**config.mk**
```make
export PLATFORM = sky130hd
export DESIGN_NAME = rgb2ycbcr_pipe
export DESIGN_NICKNAME = d
export VERILOG_FILES = /design/src/rtl/rgb2ycbcr_pipe.sv
export SDC_FILE = /design/constraint.sdc
export NUM_CORES = 1
export LEC_CHECK = 0
export BUFFER_PORTS_ARGS = -buffer_cell sky130_fd_sc_hd__buf_2
export CAP_MARGIN = 20
export CORE_MARGIN = 4
export CORE_UTILIZATION = 65
export CTS_BUF_LIST = sky130_fd_sc_hd__clkbuf_4 sky130_fd_sc_hd__clkbuf_8
export DETAILED_ROUTE_END_ITERATION = 7
export PLACE_DENSITY = 0.86
export SLEW_MARGIN = 20
export SYNTH_ARGS = -nofsm -noshare
export SYNTH_HDL_FRONTEND = slang
export SYNTH_SLANG_ARGS = --single-unit
```
**constraint.sdc**
```tcl
create_clock -name clk -period 13.65 [get_ports clk]
set_clock_uncertainty 0.05 [all_clocks]
set_input_delay 4.095 -clock clk [delete_from_list [all_inputs] [get_ports clk]]
set_output_delay 4.095 -clock clk [all_outputs]
set_load 0.02 [all_outputs]
```
**src/rtl/rgb2ycbcr_pipe.sv**
```systemverilog
// rgb2ycbcr_pipe: 3-stage BT.601 full-range RGB -> YCbCr with valid/ready, rounding, clamp, bypass and sideband
module rgb2ycbcr_pipe #(
    parameter int PIX_W  = 8,
    parameter int USER_W = 2
) (
    input  logic              clk,
    input  logic              rst,
    input  logic              in_valid,
    output logic              in_ready,
    input  logic [PIX_W-1:0]  in_r,
    input  logic [PIX_W-1:0]  in_g,
    input  logic [PIX_W-1:0]  in_b,
    input  logic              in_bypass,
    input  logic [USER_W-1:0] in_user,
    output logic              out_valid,
    input  logic              out_ready,
    output logic [PIX_W-1:0]  out_y,
    output logic [PIX_W-1:0]  out_cb,
    output logic [PIX_W-1:0]  out_cr,
    output logic [USER_W-1:0] out_user
);
    localparam int SW = PIX_W + 10;
    // Coefficient matrix, row-major: Y row, Cb row, Cr row; columns R, G, B.
    localparam int C [9] = '{77, 150, 29, -43, -85, 128, 128, -107, -21};
    localparam logic signed [SW-1:0] ZERO = '0;
    localparam logic signed [SW-1:0] RND  = SW'(128);
    localparam logic signed [SW-1:0] OFS  = SW'(2 ** (PIX_W - 1));
    localparam logic signed [SW-1:0] MAXV = SW'(2 ** PIX_W - 1);

    logic                     adv;
    logic                     acc;
    logic                     v1_q, v2_q, v3_q;
    logic                     byp1_q, byp2_q;
    logic [USER_W-1:0]        user1_q, user2_q, user3_q;
    logic [PIX_W-1:0]         px [3];
    logic signed [SW-1:0]     p_d [9];
    logic signed [SW-1:0]     p_q [9];
    logic signed [SW-1:0]     s_d [3];
    logic signed [SW-1:0]     s_q [3];
    logic signed [SW-1:0]     t [3];
    logic [PIX_W-1:0]         o_d [3];
    logic [PIX_W-1:0]         o_q [3];

    function automatic logic signed [SW-1:0] mul(input int c, input logic [PIX_W-1:0] x);
        return SW'(c * int'(x));
    endfunction

    assign adv       = !v3_q || out_ready;
    assign in_ready  = adv && !rst;
    assign acc       = in_valid && in_ready;
    assign out_valid = v3_q;
    assign out_y     = o_q[0];
    assign out_cb    = o_q[1];
    assign out_cr    = o_q[2];
    assign out_user  = user3_q;

    // S1 products; bypass puts each channel scaled by 256 on the diagonal so it falls out of the shift untouched
    always_comb begin
        px = '{in_r, in_g, in_b};
        for (int i = 0; i < 9; i++)
            p_d[i] = in_bypass ? ((i / 3 == i % 3) ? mul(256, px[i % 3]) : ZERO) : mul(C[i], px[i % 3]);
    end

    // S2 row sums with the rounding constant folded in
    always_comb begin
        for (int k = 0; k < 3; k++)
            s_d[k] = p_q[3*k] + p_q[3*k+1] + p_q[3*k+2] + RND;
    end

    // S3 floor shift, chroma offset (skipped for bypass) and saturation to the output range
    always_comb begin
        for (int k = 0; k < 3; k++) begin
            t[k]   = (s_q[k] >>> 8) + ((k == 0 || byp2_q) ? ZERO : OFS);
            o_d[k] = (t[k] < ZERO) ? '0 : (t[k] > MAXV) ? MAXV[PIX_W-1:0] : t[k][PIX_W-1:0];
        end
    end

    // Valid chain and output registers; outputs only update when a real pixel reaches the last stage
    always_ff @(posedge clk) begin
        if (rst) begin
            v1_q    <= 1'b0;
            v2_q    <= 1'b0;
            v3_q    <= 1'b0;
            o_q     <= '{default: '0};
            user3_q <= '0;
        end else if (adv) begin
            v1_q <= acc;
            v2_q <= v1_q;
            v3_q <= v2_q;
            if (v2_q) begin
                o_q     <= o_d;
                user3_q <= user2_q;
            end
        end
    end

    // Datapath stages load only when they receive a real pixel, so idle input data never toggles them
    always_ff @(posedge clk) begin
        if (acc) begin
            p_q     <= p_d;
            byp1_q  <= in_bypass;
            user1_q <= in_user;
        end
        if (adv && v1_q) begin
            s_q     <= s_d;
            byp2_q  <= byp1_q;
            user2_q <= user1_q;
        end
    end
endmodule
```
==> results of run 1 <==
==> worst min path at each step <==
stage / slack, ps / endpoint / depth (start not counted) / start
6_report: 380 / byp2_q / 0 / byp1_q
5_1_grt: 390 / byp2_q / 0 / byp1_q
4_1_cts: 380 / byp2_q / 0 / byp1_q
3_5_place_dp: 360 / byp2_q / 0 / byp1_q
3_3_place_gp: 350 / user2_q[1] / 0 / user1_q[1]
2_1_floorplan: 350 / byp2_q / 0 / byp1_q
==> sequential cells by signal (all words and copies together) (netlist names) <==
signal / count
byp1_q: 1
byp2_q: 1
out_cb: 8
out_cr: 8
out_user: 2
out_valid: 1
out_y: 8
p_q: 115
s_q: 30
user1_q: 2
user2_q: 2
v1_q: 1
v2_q: 1
==> layout by cell type, fill, tap and decap left out, types with 3 or more instances in the layout <==
cell type,count
inv_8,4
o21ai_1,8
a2111o_1,3
and3_1,9
o21ai_0,47
a21o_1,25
or3_1,14
nor3_1,24
a31oi_1,6
xnor2_1,47
a21oi_1,95
nand2_1,54
o21ba_2,3
a211oi_1,11
nand3_1,21
mux2i_1,3
o21bai_1,16
o41ai_1,3
xor2_1,30
o31ai_1,6
nand2b_1,8
or2_2,7
nor2_1,115
edfxtp_1,151
inv_1,209
or4_1,3
dfxtp_1,29
buf_4,6
fa_1,100
ha_1,363
buf_2,57
clkbuf_8,17
a2111oi_0,5
nor2b_1,29
nand3b_1,3
nor3b_1,6
nand4_1,4
and2_1,4
inv_6,5
==> cell type report <==
cell class / count / area share
clock buffers: 18 / 0.01389
clock inverters: 14 / 0.008923
inverters: 209 / 0.04512
multi-input cells: 1104 / 0.5956
flip-flops and latches: 180 / 0.2942
well taps: 324 / 0.02332
repair buffers: 63 / 0.01900
==> metrics by stage <==
| stage | cells | util | hold slack (ps) | setup slack [ps] |
|---|---|---|---|---|
| after floorplan | 1518 | - | 350.3 | 5051 |
| after global placement | 1880 | 0.6925 | 352.6 | 4707 |
| after detailed placement | 1880 | 0.6925 | 355.7 | 4670 |
| after CTS | 1912 | 0.7087 | 383.2 | 4672 |
| after global routing | 1912 | 0.7087 | 389.6 | 4592 |
| final | 1912 | 0.7087 | 381.1 | 4652 |
==> cells in the mapped netlist, types with 24 or more instances <==
cell type and count:
dfxtp_1 29, nand2_1 54, a21oi_1 95, inv_1 209, xnor2_1 47, edfxtp_1 151, ha_1 363, nor3_1 24
a21o_1 25, fa_1 100, nor2b_1 29, nor2_1 115, o21ai_0 47, xor2_1 30
==> layer usage <==
metal,wire [um],vias to the layer above,part of all wire
li1,-,5406,-
met1,13790,5292,0.41
met2,16440,309,0.48
met3,2297,83,0.068
met4,1372,2,0.040
met5,11,-,0.00032
==> kinds of logic after synthesis <==
logic type / Yosys count
multiplexers: 6
AO/OA/AOI/OAI: 252
flip-flops: 180
buffers and inverters: 234
AND/OR/NAND/NOR: 306
adder cells (fa/ha/maj): 463
XOR/XNOR: 77
==> power by group through the flow <==
stage	combinational [mW]	sequential, mW	clock (mW)
floorplan	0.916	0.757	0
global placement	1.17	0.765	0
detailed placement	1.23	0.768	0
CTS	1.25	0.755	0.366
global route	1.41	0.761	0.389
finish	1.25	0.755	0.362
==> worst max-delay path, stage by stage <==
cell    delay [ps]
buf_2          420
nor2_1         150
buf_2          190
==> results by group, run 1 <==
Global route
  – Remaining global-route overflow: 0
  – Grt peak-use layer: met2
  – GR Util met3: 0.05783
  – Vias in the first global route: 11260
  – Total GRT Usage: 0.2509
  – GRT met1 Usage: 0.3179
  – First-pass GRT wire length: 55980 um
  – Grt met2 use: 0.4249
  – Largest net degree at the start of global routing: 81
  – Initial antenna violation count: 2

CTS
  – Num CTS Buffers: 17
  – Setup bufs post-CTS: 0
  – Post_cts resized: 0
  – Worst-skew pair later-pin latency: 470 ps
  – Worst-path clk slew: 110 ps
  – # hold bufs at CTS: 0
  – TritonCTS clock tree: built
  – Longest Clk Path Bufs: 2
  – Root buffer cell: clkbuf_8
  – Htree depth: 4
  – Clock Sinks: 180

Power and ir drop
  – Psw: 977.6 uW
  – Clk pwr share: 0.153
  – Logic pwr share: 0.528
  – Switching Fraction: 0.4135
  – Leakage: 8.399 nW
  – Internal power: 1.386 mW
  – VDD IR max: 0.00009101 V
  – Register share of total power: 0.319
  – Pwr Total: 2.364 mW
  – Pwr Density: 136.0 mW/mm2

STA
  – Final Max Tran Viols: 0
  – Fin Setup TNS: 0 ps
  – Relative slew slack: 0.3997
  – Tcrit/Tclk final: 0.6592
  – Worst-Margin Slew: 900.5 ps
  – # setup viols final: 0
  – Peak Freq: 111.1 MHz
  – Fin. Hold Viols: 0
  – RSZ-0062 raised after global routing: no
  – Final critical-path required period: 8998 ps

Worst setup path
  – Crit path from: rst
  – Type of origin of the critical path: input port
  – Critical Path RT: 9510 ps
  – Critical path type: input port to output pin
  – CP arrival: 4850 ps
  – Critical Path Sink: in_ready
  – Peak fanout along the critical path: 30
  – Reg-to-Reg Start: p_q[131]
  – Endpoint class of the critical path: output pin
  – Worst R2R End: s_q[52]
  – FF-to-FF setup slack: 10120 ps
  – R2r worst-path depth: 10

Cells and area
  – Layout Nets: 2069
  – Register Area: 0.005115 mm2
  – Share of cells above drive strength 1: 0.07242
  – Cell area after layout: 0.01739 mm2
  – # diodes: 0
  – Fillcell total: 1686
  – Area growth from synthesis to layout: 6.369%
  – Multi-input logic area: 0.01035 mm2

Placed design
  – Detailed placement HPWL: 27680 um
  – Input/output buffers: 58
  – GPL Wtd Cong: 0.9660
  – Placed cell area: 0.01699 mm2

Synthesis
  – Seq/Total Area, Yosys: 0.3129
  – Ranking of synthesized cells by area: ha_1 28%, edfxtp_1 28%, fa_1 12%
  – Yosys top cell area share: 0.2779
  – Synthesized Nets: 2012
  – Adder-Cell Fraction of Synth Area: 0.4003
  – Synth warnings: 0
  – Post-synth EDFFs: 151
  – Simple-gate share of the synthesized area: 0.08902
  – Synth Register Bits: 180
  – Synth Area in Compound Gates: 0.09882
  – Netlist cell types: 58
  – Largest family of logic cells by synthesized area: adder cells
  – Post-synthesis cell area: 0.01635 mm2
  – Mux cell area share after synthesis: 0.003904
  – Post-synthesis cell count: 1518
  – Async SR Flop Fraction: 0
  – Ys flop type: edfxtp_1
  – Synth Area in XOR/XNOR: 0.04126
  – Area leader, netlist: ha_1
  – Avg Inst Size Synth: 10.77 um2

Die
  – Row count: 57
  – Initial Util: 0.6663
  – Die footprint: 0.02775 mm2
  – Die Width: 166.6 um
  – Core ar.: 0.02453 mm2
  – # IOs: 59
  – Die H: 166.6 um

Detailed routing
  – Post-route ant nets: 0
  – Total number of vias: 11090
  – Initial DRT Pass Iterations: 5
  – Routed wire length: 33910 um
  – DR DRC count: 0
  – DRT iter0 DRCs: 697
  – WL/cell: 17.74 um
  – Via density: 5.801

Outcome
  – Outcome: complete, no violations

Job
  – Max Cap Viol: 0

Hold path
  – Worst Hold Class: register to register
Power figures use the tool's default switching activity.
==> run 2, diff against run 1 <==
--- a/config.mk
+++ b/config.mk
@@ -5,6 +5,7 @@
 export SDC_FILE = /design/constraint.sdc
 export NUM_CORES = 1
 export LEC_CHECK = 0
+export ABC_AREA = 1
 export BUFFER_PORTS_ARGS = -buffer_cell sky130_fd_sc_hd__buf_2
 export CAP_MARGIN = 20
 export CORE_MARGIN = 4
==> constraint.sdc (replaced) <==
create_clock -name clk -period 8.94 [get_ports clk]
set_clock_uncertainty 0.05 [all_clocks]
set_input_delay 2.682 -clock clk [delete_from_list [all_inputs] [get_ports clk]]
set_output_delay 2.682 -clock clk [all_outputs]
set_load 0.02 [all_outputs]
==> run 2 against run 1 <==
- worst setup slack got worse by 1900 ps
- global-route usage grew 3.3 points
- die area increased by 9.8%
- routed wire length up 24%
- synthesized area is 10% higher
- design area grew 10%
- worst hold slack lost 3.7 ps
- core utilization shrank 0.26 points
- critical path type unchanged
- critical endpoint unchanged
- highest routed layer is now met4
==> results by group, run 2 <==
Power and ir drop
  – Psw: 1.778 mW
  – Internal power: 2.148 mW
  – Register share of total power: 0.286
  – VDD IR max: 0.0001188 V
  – Clk pwr share: 0.157
  – Logic pwr share: 0.556
  – Pwr Density: 205.1 mW/mm2
  – Leakage: 9.940 nW
  – Pwr Total: 3.926 mW
  – Switching Fraction: 0.4529

Synthesis
  – Netlist cell types: 40
  – Post-synth EDFFs: 151
  – Avg Inst Size Synth: 8.544 um2
  – Seq/Total Area, Yosys: 0.2837
  – Yosys top cell area share: 0.2519
  – Ranking of synthesized cells by area: ha_1 25%, edfxtp_1 25%, fa_1 11%
  – Ys flop type: edfxtp_1
  – Post-synthesis cell count: 2110
  – Synth warnings: 0
  – Synth Register Bits: 180
  – Post-synthesis cell area: 0.01803 mm2
  – Area leader, netlist: ha_1
  – Async SR Flop Fraction: 0
  – Ranking of synthesized cells by instance count: 446 x nand2_1, 363 x ha_1, 339 x inv_1
  – Synthesized Nets: 2604
  – Most common cell in the netlist: nand2_1

CTS
  – TritonCTS clock tree: built
  – Worst-path clk slew: 100 ps
  – Htree depth: 4
  – Longest Clk Path Bufs: 2
  – Post_cts resized: 0
  – # hold bufs at CTS: 0
  – Clock Sinks: 180
  – Worst-skew pair later-pin latency: 480 ps
  – Root buffer cell: clkbuf_8
  – Num CTS Buffers: 17
  – Setup bufs post-CTS: 0

Cells and area
  – Cell area after layout: 0.01914 mm2
  – Biggest regs: p_q: 115 flops, s_q: 30 flops
  – Most common cell after layout, fill and taps aside: nand2_1
  – Most frequent cells in the layout: 446 x nand2_1, 363 x ha_1, 338 x inv_1
  – Layout Cells excl Fill: 2556
  – Area growth from synthesis to layout: 6.156%
  – Largest Register: p_q
  – Max reg flops: 115
  – Share of cells above drive strength 1: 0.05586
  – Layout Nets: 2665
  – # diodes: 0

STA
  – Tcrit/Tclk final: 0.6872
  – Fin Setup TNS: 0 ps
  – Peak Freq: 162.8 MHz
  – Fin. Hold Viols: 0
  – Final critical-path required period: 6143 ps
  – Relative slew slack: 0.4442
  – # setup viols final: 0
  – RSZ-0062 raised after global routing: no
  – Final Max Tran Viols: 0
  – Worst-Margin Slew: 833.7 ps

Detailed routing
  – Initial DRT Pass Iterations: 6
  – Met2 WL post-DR: 20040 um
  – Max Used Layer: met4
  – Via density: 5.644
  – DRT iter0 DRCs: 1245
  – DR DRC count: 0
  – WL/cell: 16.48 um
  – Post-route ant nets: 0
  – Met3 WL post-DR: 3073 um
  – Routed wire length: 42120 um
  – M1 WL: 17560 um
  – Total number of vias: 14430

Worst setup path
  – Crit-path cells: buf_2, nor2_1, buf_2
  – Slowest stage cell, crit path: buf_2
  – Critical Path RT: 6210 ps
  – Type of origin of the critical path: input port
  – Slowest cell delay on critical path: 380 ps
  – Endpoint class of the critical path: output pin
  – Most numerous cell on the critical path: buf_2
  – CP arrival: 3410 ps
  – Family with the most delay on the worst path: buffers and inverters
  – CP bufs+invs: 2
  – Peak fanout along the critical path: 27
  – Critical path type: input port to output pin

Placed design
  – GPL Wtd Cong: 0.9889
  – Cell total after placement: 2524
  – Input/output buffers: 58
  – Detailed placement HPWL: 34570 um
  – Placed cell area: 0.01870 mm2

Outcome
  – Outcome: complete, no violations

Die
  – Die footprint: 0.03046 mm2
  – Die H: 174.5 um
  – Row count: 60
  – # IOs: 59
  – Die Width: 174.5 um
  – Initial Util: 0.6652
  – Core ar.: 0.02710 mm2

Global route
  – Total GRT Usage: 0.2835
  – Vias in the first global route: 14220
  – Remaining global-route overflow: 0
  – First-pass GRT wire length: 70010 um
  – Initial antenna violation count: 0
  – Largest net degree at the start of global routing: 68

Job
  – Max Cap Viol: 0

Hold path
  – Worst Hold Class: register to register
## run 2: cell count changes in the layout (fill, tap and decap cells not counted), moves of 11 or more
| cell | delta |
|---|---|
| nand2_1 | +392 |
| nor2_1 | +87 |
| xor2_1 | -21 |
| o21ai_0 | +40 |
| nand3_1 | +98 |
| a21oi_1 | +44 |
| or3_1 | -14 |
| nor3_1 | -20 |
| xnor2_1 | -44 |
| inv_1 | +129 |
| nor2b_1 | -29 |
| a211oi_1 | -11 |
| a21o_1 | -19 |
| nand4_1 | +12 |
## run 2: per-stage QoR
| step | setup slack [ps] | utilization | hold WS [ps] |
|---|---|---|---|
| 2_1_floorplan | 2798 | - | 350.3 |
| 3_3_place_gp | 2708 | 0.6898 | 352.5 |
| 3_5_place_dp | 2531 | 0.6898 | 357.0 |
| 4_1_cts | 2793 | 0.7061 | 377.8 |
| 5_1_grt | 2715 | 0.7061 | 376.4 |
| 6_report | 2797 | 0.7061 | 377.4 |
## run 2: cells by family (layout without fill, tap and decap cells)
| family | count (synthesis) | count (layout) | synth area share |
|---|---|---|---|
| AO/OA/AOI/OAI | 273 | 273 | 0.08121 |
| flip-flops | 180 | 180 | 0.2837 |
| AND/OR/NAND/NOR | 821 | 821 | 0.1884 |
| buffers and inverters | 361 | 435 | 0.07780 |
| XOR/XNOR | 12 | 12 | 0.005831 |
| adder cells (fa/ha/maj) | 463 | 463 | 0.3630 |
## run 2: power by group through the flow
stage                     combinational (mW)  sequential, mW  clock, mW
after global routing                    2.50            1.13      0.662
after global placement                  2.05            1.14          0
after detailed placement                2.13            1.14          0
after CTS                               2.15            1.12      0.625
final                                   2.18            1.12      0.618
after floorplan                         1.60            1.13          0
## run 2: final cells by class
| cell class | instances | area [um2] |
|---|---|---|
| clock buffers | 17 | 234.0 |
| clock inverters | 15 | 207.7 |
| fillers | 2060 | 7964 |
| inverters | 341 | 1282 |
| multi-input cells | 1569 | 11510 |
| flip-flops and latches | 180 | 5115 |
| well taps | 372 | 465.4 |
| repair buffers | 62 | 320.3 |
## run 2: worst register-to-register path, stage by stage, from the launching register on
cell      delay, ps
edfxtp_1        540
inv_1           110
ha_1            330
fa_1            520
inv_1            50
ha_1            330
a21oi_1         260
o21ai_0         160
inv_1            70
nand2_1          90
nand2_1          90
nand2_1          50
nand2_1          60
nand2_1          50
## run 2: worst paths after layout
check / start / to / slack, ps / depth (start not counted)
min reg2reg: byp1_q / byp2_q / 380 / 0
max reg2reg: p_q[61] / s_q[28] / 5970 / 13
min: byp1_q / byp2_q / 380 / 0
max: rst / in_ready / 2800 / 3
## run 2: layer usage
layer / vias up / global-route usage
met2: 583 / 0.4741
met1: 6650 / 0.3787
met3: 93 / 0.03893
met5: - / 0
li1: 7101 / -
met4: 0 / 0.1051
